==> config.mk <==
export PLATFORM = sky130hd
export DESIGN_NAME = controle_divisor_serial
export DESIGN_NICKNAME = d
export VERILOG_FILES = /design/src/rtl/controle_divisor_serial.sv
export SDC_FILE = /design/constraint.sdc
export NUM_CORES = 1
export LEC_CHECK = 0
export CAP_MARGIN = 20
export CORE_MARGIN = 3
export CORE_UTILIZATION = 55
export CTS_CLUSTER_DIAMETER = 50
export DETAILED_ROUTE_END_ITERATION = 12
export DONT_BUFFER_PORTS = 1
export HOLD_SLACK_MARGIN = 0.12
export PLACE_DENSITY = 0.71
export SLEW_MARGIN = 20
export SYNTH_ARGS = -nofsm -noshare
export SYNTH_HDL_FRONTEND = slang
export SYNTH_SLANG_ARGS = --single-unit
export TNS_END_PERCENT = 5
==> constraint.sdc <==
create_clock -name clk -period 5 [get_ports clk]
set_input_delay 1 -clock clk [delete_from_list [all_inputs] [get_ports clk]]
set_output_delay 1 -clock clk [all_outputs]
set_load 0.1 [all_outputs]
==> src/rtl/controle_divisor_serial.sv <==
// Serial sequencer for the shared add/sub unit: unsigned restoring divide, one quotient bit per clock.
// Define CONTROLE_DIVISOR_MULT_EN to add a shift-add multiply mode selected by the modo input.
module controle_divisor_serial #(
  parameter int DATA_W = 8
) (
  input  logic              clk,
  input  logic              rst_n,
  input  logic              inicio,
`ifdef CONTROLE_DIVISOR_MULT_EN
  input  logic              modo,
`endif
  input  logic [DATA_W-1:0] dividendo,
  input  logic [DATA_W-1:0] divisor,
  output logic              ocupado,
  output logic              pronto,
  output logic              div_zero,
  output logic [DATA_W-1:0] quociente,
  output logic [DATA_W-1:0] resto,
  output logic [DATA_W-1:0] alu_a,
  output logic [DATA_W-1:0] alu_b,
  output logic              alu_op,
  input  logic [DATA_W:0]   alu_resultado
);

  localparam int CNT_W = (DATA_W > 1) ? $clog2(DATA_W) : 1;

  typedef enum logic [1:0] {IDLE, CALC, FIM} state_t;

  state_t            state_reg, state_next;
  logic [DATA_W-1:0] r_reg, r_next;
  logic [DATA_W-1:0] q_reg, q_next;
  logic [DATA_W-1:0] d_reg, d_next;
  logic [CNT_W-1:0]  cnt_reg, cnt_next;
  logic              mult_reg, mult_next;
  logic [DATA_W-1:0] quoc_reg, quoc_next;
  logic [DATA_W-1:0] resto_reg, resto_next;
  logic              dz_reg, dz_next;
  logic              ocupado_reg, pronto_reg;
  logic [DATA_W:0]   sh;
  logic              take;
  logic              start_mult;

`ifdef CONTROLE_DIVISOR_MULT_EN
  assign start_mult = modo;
`else
  assign start_mult = 1'b0;
`endif

  always_comb begin
    state_next = state_reg;
    r_next     = r_reg;
    q_next     = q_reg;
    d_next     = d_reg;
    cnt_next   = cnt_reg;
    mult_next  = mult_reg;
    quoc_next  = quoc_reg;
    resto_next = resto_reg;
    dz_next    = dz_reg;
    alu_a      = '0;
    alu_b      = '0;
    alu_op     = 1'b0;
    take       = 1'b0;
    sh         = {r_reg, q_reg[DATA_W-1]};
    case (state_reg)
      IDLE: begin
        if (inicio) begin
          if (divisor == '0 && !start_mult) begin
            state_next = FIM;
            quoc_next  = '1;
            resto_next = dividendo;
            dz_next    = 1'b1;
          end else begin
            state_next = CALC;
            r_next     = '0;
            q_next     = dividendo;
            d_next     = divisor;
            cnt_next   = CNT_W'(DATA_W - 1);
            mult_next  = start_mult;
            dz_next    = 1'b0;
          end
        end
      end
      CALC: begin
        if (mult_reg) begin
          // The 9-bit sum shifts right through the {H,L} pair.
          alu_op = 1'b0;
          alu_a  = r_reg;
          alu_b  = q_reg[0] ? d_reg : '0;
          r_next = alu_resultado[DATA_W:1];
          q_next = {alu_resultado[0], q_reg[DATA_W-1:1]};
        end else begin
          alu_op = 1'b1;
          alu_a  = sh[DATA_W-1:0];
          alu_b  = d_reg;
          // A set shifted-out bit means sh >= D even though the 8-bit subtract borrowed.
          take   = sh[DATA_W] | ~alu_resultado[DATA_W];
          if (take) begin
            r_next = alu_resultado[DATA_W-1:0];
            q_next = {q_reg[DATA_W-2:0], 1'b1};
          end else begin
            r_next = sh[DATA_W-1:0];
            q_next = {q_reg[DATA_W-2:0], 1'b0};
          end
        end
        cnt_next = cnt_reg - 1'b1;
        if (cnt_reg == '0) begin
          quoc_next  = q_next;
          resto_next = r_next;
          state_next = FIM;
        end
      end
      FIM: state_next = IDLE;
      default: state_next = IDLE;
    endcase
  end

  always_ff @(posedge clk or negedge rst_n) begin
    if (!rst_n) begin
      state_reg   <= IDLE;
      r_reg       <= '0;
      q_reg       <= '0;
      d_reg       <= '0;
      cnt_reg     <= '0;
      mult_reg    <= 1'b0;
      quoc_reg    <= '0;
      resto_reg   <= '0;
      dz_reg      <= 1'b0;
      ocupado_reg <= 1'b0;
      pronto_reg  <= 1'b0;
    end else begin
      state_reg   <= state_next;
      r_reg       <= r_next;
      q_reg       <= q_next;
      d_reg       <= d_next;
      cnt_reg     <= cnt_next;
      mult_reg    <= mult_next;
      quoc_reg    <= quoc_next;
      resto_reg   <= resto_next;
      dz_reg      <= dz_next;
      ocupado_reg <= (state_next == CALC);
      pronto_reg  <= (state_next == FIM);
    end
  end

  assign ocupado   = ocupado_reg;
  assign pronto    = pronto_reg;
  assign div_zero  = dz_reg;
  assign quociente = quoc_reg;
  assign resto     = resto_reg;

endmodule
==> results of run 1 <==
==> routing by layer <==
metal / part of all wire / vias up / wire, um / GRT usage
met5: 0 / - / 0 / 0
li1: - / 839 / - / -
met1: 0.42 / 837 / 2180 / 0.282
met2: 0.48 / 52 / 2500 / 0.336
met3: 0.092 / 7 / 478 / 0.0789
met4: 0.0098 / 0 / 51 / 0.0676
==> cell usage after synthesis, drive strengths merged (2+ instances only) <==
library cell,instances,area (um^2)
a2111oi,8,70.1
a211oi,16,120
a21oi,12,60.1
a22oi,2,15.0
and2,16,100
and3b,8,70.1
buf,8,72.6
clkbuf,11,45.1
dfrtp,48,1200
ha,2,25.0
inv,14,52.6
mux2,8,90.1
mux2i,8,80.1
nand2,8,30.0
nand2b,3,18.8
nor2,28,105
nor4,2,12.5
o21bai,2,15.0
o22ai,8,50.1
o311ai,8,70.1
o31ai,8,60.1
or4,2,18.8
==> metrics by stage <==
step	hold slack, ns	std cells	area, um^2	util	worst slack [ns]
detailed placement	0.487	270	2390	0.578	1.82
CTS	0.376	278	2480	0.599	1.48
global route	0.365	278	2480	0.599	1.36
finish	0.382	278	2480	0.599	1.47
floorplan	0.472	236	2430	-	1.06
global placement	0.480	270	2390	0.578	1.91
==> critical path, cell delays in order, from the launching register on <==
cell and delay, ns:
dfrtp_1 0.40, nand2b_1 0.15, buf_4 0.24, inv_2 0.53, and2_1 0.88
==> cell type report <==
class	instances	area share
Tap cell	50	0.0252
Sequential cell	48	0.484
Clock buffer	8	0.0363
Timing Repair Buffer	4	0.0121
Inverter	15	0.0227
Multi-Input combinational cell	153	0.420
==> cells by family after synthesis <==
| logic type | after synthesis |
|---|---|
| AND/OR/NAND/NOR | 69 |
| AO/OA/AOI/OAI | 66 |
| flip-flops | 48 |
| buffers and inverters | 35 |
| multiplexers | 16 |
| adder cells (fa/ha/maj) | 2 |
==> worst min path at each step <==
stage	startpoint	endpoint
3_3_place_gp	d_reg[6]$_DFFE_PN0P_	d_reg[6]$_DFFE_PN0P_
5_1_grt	rst_n	ocupado$_DFF_PN0_
4_1_cts	rst_n	resto[5]$_DFFE_PN0P_
6_report	rst_n	ocupado$_DFF_PN0_
2_1_floorplan	d_reg[7]$_DFFE_PN0P_	d_reg[7]$_DFFE_PN0P_
3_5_place_dp	d_reg[2]$_DFFE_PN0P_	d_reg[2]$_DFFE_PN0P_
==> impl_metrics.yaml, run 1 <==
detailed_routing:
  drc: 0
  drt_wl_total_um: 5220
  first_iter_violations: 135
  drt_pass1_iterations: 4
  antenna_left: 0
  route.detailed.vias_per_inst: 6.24
  routed_wire_length_per_instance_um: 18.8
  dr_total_vias: 1735
cts:
  hold_buffers: 0
  worst_skew_pair.late_latency_ns: 0.30
  clock_tree.htree_level_count: 2
  cts_root_buf: "clkbuf_8"
  numClockSinks: 48
  numCtsBuffers: 5
  clk_path_buf_depth: 2
  clock_tree_from_tritoncts: "yes"
  post-cts-setup-buffers: 0
  post_cts.resized_instances: 0
  worst_setup_hold_path_clk_slew_ns: 0.09
logic_synthesis:
  synthArstFlopShare: 1.00
  post_synth_fa_ha_maj_area_fraction: 0.0103
  synth.avg_cell_area_um2: 10.3
  synth_ff_type: "dfrtp_1"
  xor_xnor_share_of_the_synthesized_area: 0
  synthesis_stage_register_bit_count: 48
  synth-compound-area-share: 0.196
  yosysWarnings: 0
  synth.area.mux_share: 0.0700
  synthesis.nets: 266
  synth_edf_count: 0
  dominant_combinational_cell_family_by_area_after_synthesis: "compound AO/OA/AOI/OAI gates"
  ys_types: 33
  synth_simple_gate_area_share: 0.153
  synthesis.instances: 236
  syn_area_mm2: 0.00243
  synth_seq_area_share: 0.494
critical_path:
  timing.rr.end: "d_reg[5]$_DFFE_PN0P_"
  worstReg2RegStart: "state_reg[1]$_DFF_PN0_"
  critical_path.endpoint_type: "output port"
  crit_path_start: "state_reg[1]$_DFF_PN0_"
  regToRegSetupSlack_ns: 2.67
  worstPathArrival_ns: 2.53
  crit_path_end: "alu_a[7]"
  worstRegToRegCells: 3
  startpoint_type: "flip-flop"
  timing_worst_setup_path_type: "flip-flop to output port"
  crit_fanout: 46
  required_ns: 4.00
timing:
  slew_headroom: 0.335
  finalHoldViolations: 0
  fin_tns_setup_ns: 0
  timing.final.crit_period_ns: 3.53
  worst_margin_slew_ns: 0.997
  finClkSkew_ns: 0.00705
  achievable-frequency_mhz: 283
  setup_viol_count_final: 0
  grt_setup_unrepaired: "false"
  finalMaxSlewViolations: 0
  period_share: 0.706
cells_and_area:
  diodes: 0
  layout_common_cells: "dfrtp_1, nor2_1, and2_1, a211oi_1, inv_1"
  total_area_of_multi_input_combinational_cells_mm2: 0.00104
  nFillCells: 380
  layout.area.seq_mm2: 0.00120
  num-nets-final: 257
  syn2layout_area_growth_pct: 2.16
  mostFrequentLayoutCell: "dfrtp_1"
  post_route_cells_drive_above_1_share: 0.0921
die:
  full_die_area_mm2: 0.00525
  die_h_um: 72.5
  ioPinCount: 64
  initial_util: 0.587
  fp.dieW_um: 72.5
  core_region_area_mm2: 0.00414
  row_cnt: 23
hold_path:
  hold_path.class: "input pin to asynchronous set/reset pin"
global_route:
  gr-total-overflow: 0
  grt_antenna_before_repair: 0
  grt_first_pass_wirelength_um: 8630
  first_global_vias: 1759
  gr-usage-all-layers: 0.216
  grt_max_degree: 49
flow_run:
  maxCapViolations: 0
placed_design:
  port-buffer-count: 0
  detailed_placement_hpwl_um: 3730
  gp_routability_congestion: 0.769
status:
  outcome: "complete, no violations"
Power of run 1 is not shown: default switching activity piles up to over one toggle a cycle in this logic, so the estimate is an artifact.
==> inputs of run 2 (changes only) <==
PLACE_DENSITY = 0.74   (was 0.71)
clock period = 2.9 ns   (was 5 ns; I/O delays follow)
==> impl_metrics.yaml, run 2 (synthesized netlist as in run 1, its figures left out) <==
detailed_routing:
  routed_wire_length_per_instance_um: 18.7
  dr_total_vias: 1855
  antenna_left: 0
  first_iter_violations: 151
  met2_wirelength_um: 2700
  drt_pass1_iterations: 4
  top_signal_layer_used: "met4"
  drt_wl_total_um: 5560
  route.detailed.vias_per_inst: 6.25
  route.layer.met1.wl_um: 2190
  drc: 0
  dr_wl_met3_um: 633
cells_and_area:
  post_route_cells_drive_above_1_share: 0.170
  num-nets-final: 277
  mostFrequentLayoutCell: "dfrtp_1"
  syn2layout_area_growth_pct: 15.2
  layout_common_cells: "dfrtp_1, nor2_1, a211oi_1"
  stdcell_count: 297
  diodes: 0
placed_design:
  gp_routability_congestion: 0.761
  post-place-cells: 288
  detailed_placement_hpwl_um: 3920
  port-buffer-count: 0
timing:
  worst_margin_slew_ns: 0.937
  period_share: 0.767
  setup_viol_count_final: 0
  timing.final.crit_period_ns: 2.22
  finalHoldViolations: 0
  finalMaxSlewViolations: 0
  grt_setup_unrepaired: "false"
  finClkSkew_ns: 0.00366
  achievable-frequency_mhz: 450
  slew_headroom: 0.375
critical_path:
  startpoint_type: "flip-flop"
  worstReg2RegStart: "cnt_reg[0]$_DFFE_PN0P_"
  crit_path_start: "cnt_reg[0]$_DFFE_PN0P_"
  timing_worst_setup_path_type: "flip-flop to flip-flop"
  timing.rr.end: "quociente[3]$_DFFE_PN0P_"
  worstRegToRegCells: 6
  critical_path.endpoint_type: "flip-flop"
  required_ns: 3.12
  crit_path_end: "quociente[3]$_DFFE_PN0P_"
  crit_fanout: 18
  worstPathArrival_ns: 2.45
  regToRegSetupSlack_ns: 0.68
die:
  ioPinCount: 64
  fp.dieW_um: 72.5
  die_h_um: 72.5
  row_cnt: 23
  initial_util: 0.587
  core_region_area_mm2: 0.00414
  full_die_area_mm2: 0.00525
status:
  outcome: "complete, no violations"
global_route:
  gr-total-overflow: 0
  grt_max_degree: 49
  gr-usage-all-layers: 0.221
  grt_antenna_before_repair: 0
  first_global_vias: 1811
  grt_first_pass_wirelength_um: 8790
cts:
  numCtsBuffers: 5
  clock_tree_from_tritoncts: "yes"
  post-cts-setup-buffers: 0
  cts_root_buf: "clkbuf_8"
  numClockSinks: 48
  worst_setup_hold_path_clk_slew_ns: 0.08
  worst_skew_pair.late_latency_ns: 0.30
  clk_path_buf_depth: 2
  clock_tree.htree_level_count: 2
flow_run:
  maxCapViolations: 0
hold_path:
  hold_path.class: "input pin to flip-flop"
-- run 2: repair_timing --
action / 4_1_cts / 5_1_grt
endpoints found under the hold margin: 48 / 1
resized for setup: 0 / 0
hold buffers: 1 / 1
-- run 2: worst min-delay path by stage --
stage,start,slack (ns),cells after the start,to
floorplan,rst_n,0.28,0,cnt_reg[0]$_DFFE_PN0P_
global placement,rst_n,0.29,0,d_reg[2]$_DFFE_PN0P_
detailed placement,rst_n,0.29,0,d_reg[2]$_DFFE_PN0P_
CTS,rst_n,0.12,1,d_reg[2]$_DFFE_PN0P_
global route,divisor[6],0.42,1,d_reg[6]$_DFFE_PN0P_
finish,divisor[5],0.43,1,d_reg[5]$_DFFE_PN0P_
-- run 2: routing by layer --
| layer | vias to the layer above | track usage |
|---|---|---|
| met1 | 901 | 0.280 |
| met3 | 6 | 0.105 |
| li1 | 878 | - |
| met4 | 0 | 0.0553 |
| met5 | - | 0 |
| met2 | 70 | 0.343 |
-- run 2: worst max-delay path, stage by stage, from the launching register on --
cell      delay (ns)
dfrtp_1         0.35
inv_1           0.06
ha_1            0.19
ha_1            0.21
nand3b_1        0.28
o31a_1          0.78
mux2i_1         0.26
-- run 2: cell type report --
class / instances / area, um^2
flip-flops and latches: 48 / 1200
multi-input cells: 153 / 1040
clock buffers: 7 / 96.3
repair buffers: 24 / 340
fillers: 328 / 1340
well taps: 50 / 62.6
inverters: 15 / 56.3
-- run 2: per-stage QoR --
| step | instance area (um^2) | hold slack [ns] | setup slack [ns] | util | TNS (ns) |
|---|---|---|---|---|---|
| after floorplan | 2430 | 0.284 | -0.135 | - | -0.808 |
| after global placement | 2670 | 0.286 | 0.611 | 0.644 | 0 |
| after detailed placement | 2670 | 0.285 | 0.538 | 0.644 | 0 |
| after CTS | 2790 | 0.122 | 0.665 | 0.674 | 0 |
| after global routing | 2800 | 0.418 | 0.532 | 0.676 | 0 |
| final | 2800 | 0.427 | 0.676 | 0.676 | 0 |
Power of run 2 is left out for the same reason.
==> inputs of run 3 (changes only) <==
clock period = 2 ns   (was 2.9 ns; I/O delays follow)
==> impl_metrics.yaml, run 3 (synthesized netlist as in run 1, its figures left out) <==
critical_path:
  critical_path.endpoint_type: "output port"
  critical_path_buf_inv_count: 2
  required_ns: 1.60
  critPathMaxStageDelay_ns: 0.39
  startpoint_type: "flip-flop"
  cp_slowest_cell: "dfrtp_1"
  worstPathArrival_ns: 1.50
  cp_top_family: "simple AND/OR/NAND/NOR gates"
  crit_fanout: 24
  cells_traversed_along_the_worst_timing_path: "nand2b_1 -> inv_6 -> and2_1 -> buf_12"
  regToRegSetupSlack_ns: 0.17
  timing_worst_setup_path_type: "flip-flop to output port"
global_route:
  grt_max_degree: 49
  grt_antenna_before_repair: 0
  grt_first_pass_wirelength_um: 9130
  gr-total-overflow: 0
  first_global_vias: 1899
  gr-usage-all-layers: 0.222
cells_and_area:
  num-nets-final: 292
  mostFrequentLayoutCell: "dfrtp_1"
  post_route_cells_drive_above_1_share: 0.247
  syn2layout_area_growth_pct: 21.5
  diodes: 0
  final_core_utilization: 0.713
  layout_common_cells: "dfrtp_1, nor2_1, buf_4"
die:
  die_h_um: 72.5
  full_die_area_mm2: 0.00525
  initial_util: 0.587
  core_region_area_mm2: 0.00414
  row_cnt: 23
  fp.dieW_um: 72.5
  ioPinCount: 64
placed_design:
  detailed_placement_hpwl_um: 3880
  gp_routability_congestion: 0.815
  port-buffer-count: 0
  place_ws_ns: 0.111
cts:
  post-cts-setup-buffers: 0
  numClockSinks: 48
  worst_skew_pair.late_latency_ns: 0.30
  worst_setup_hold_path_clk_slew_ns: 0.08
  clk_path_buf_depth: 2
  cts_root_buf: "clkbuf_8"
  numCtsBuffers: 5
  clock_tree.htree_level_count: 2
  clock_tree_from_tritoncts: "yes"
timing:
  finalMaxSlewViolations: 0
  finalHoldViolations: 0
  slew_headroom: 0.573
  fin_tns_setup_ns: 0
  timing.final.crit_period_ns: 1.90
  setup_viol_count_final: 0
  achievable-frequency_mhz: 527
  worst_margin_slew_ns: 0.641
  hold_ws_ns: 0.244
  grt_setup_unrepaired: "false"
  period_share: 0.948
  finClkSkew_ns: 0.00291
  post-route-worst-setup-slack_ns: 0.104
detailed_routing:
  first_iter_violations: 169
  route.detailed.vias_per_inst: 5.87
  drc: 0
  routed_wire_length_per_instance_um: 17.0
  drt_pass1_iterations: 4
  antenna_left: 0
  dr_total_vias: 1838
  drt_wl_total_um: 5330
flow_run:
  maxCapViolations: 0
status:
  outcome: "complete, no violations"
hold_path:
  hold_path.class: "input pin to flip-flop"
[run 3: changes by cell type in the layout (fill, tap and decap cells not counted)]
cell / change
buf_12: -1
and2_4: +7
buf_4: +16
and2_1: -7
inv_2: -1
inv_6: +1
bufinv_16: +1
[run 3: worst paths after layout]
check                                        from                       end  depth (start not counted)
min in group asynchronous                   rst_n      resto[5]$_DFFE_PN0P_                          2
min                                    divisor[3]      d_reg[3]$_DFFE_PN0P_                          1
min reg2reg                  d_reg[7]$_DFFE_PN0P_      d_reg[7]$_DFFE_PN0P_                          1
max reg2reg                state_reg[1]$_DFF_PN0_      resto[5]$_DFFE_PN0P_                          4
max                        state_reg[1]$_DFF_PN0_                  alu_a[6]                          4
max in group asynchronous                   rst_n  quociente[5]$_DFFE_PN0P_                          2
[run 3: per-layer routing]
layer	vias up	wire, um	GRT usage
met5	-	0	0
met4	0	65	0.0635
met3	7	444	0.0706
met2	51	2460	0.342
met1	874	2360	0.303
li1	906	-	-
[run 3: final cells by class]
| cell class | count | area (um^2) |
|---|---|---|
| tap | 50 | 62.6 |
| fill | 305 | 1190 |
| inverter | 15 | 61.3 |
| timing repair buffer | 39 | 440 |
| clock buffer | 7 | 96.3 |
| multi-input combinational | 153 | 1060 |
| clock inverter | 1 | 30.0 |
| sequential | 48 | 1200 |
[run 3: metrics by stage]
stage,std cells,cell area (um^2)
floorplan,236,2460
global placement,303,2790
detailed placement,303,2790
CTS,313,2950
global route,313,2950
finish,313,2950
[run 3: repair_timing]
action,4_1_cts,5_1_grt
hold endpoints to repair,48,0
hold buffers,2,0
pin swaps,0,0
endpoints found under the setup margin,8,2
gates resized for setup,1,1
Power of run 3 is left out for the same reason.
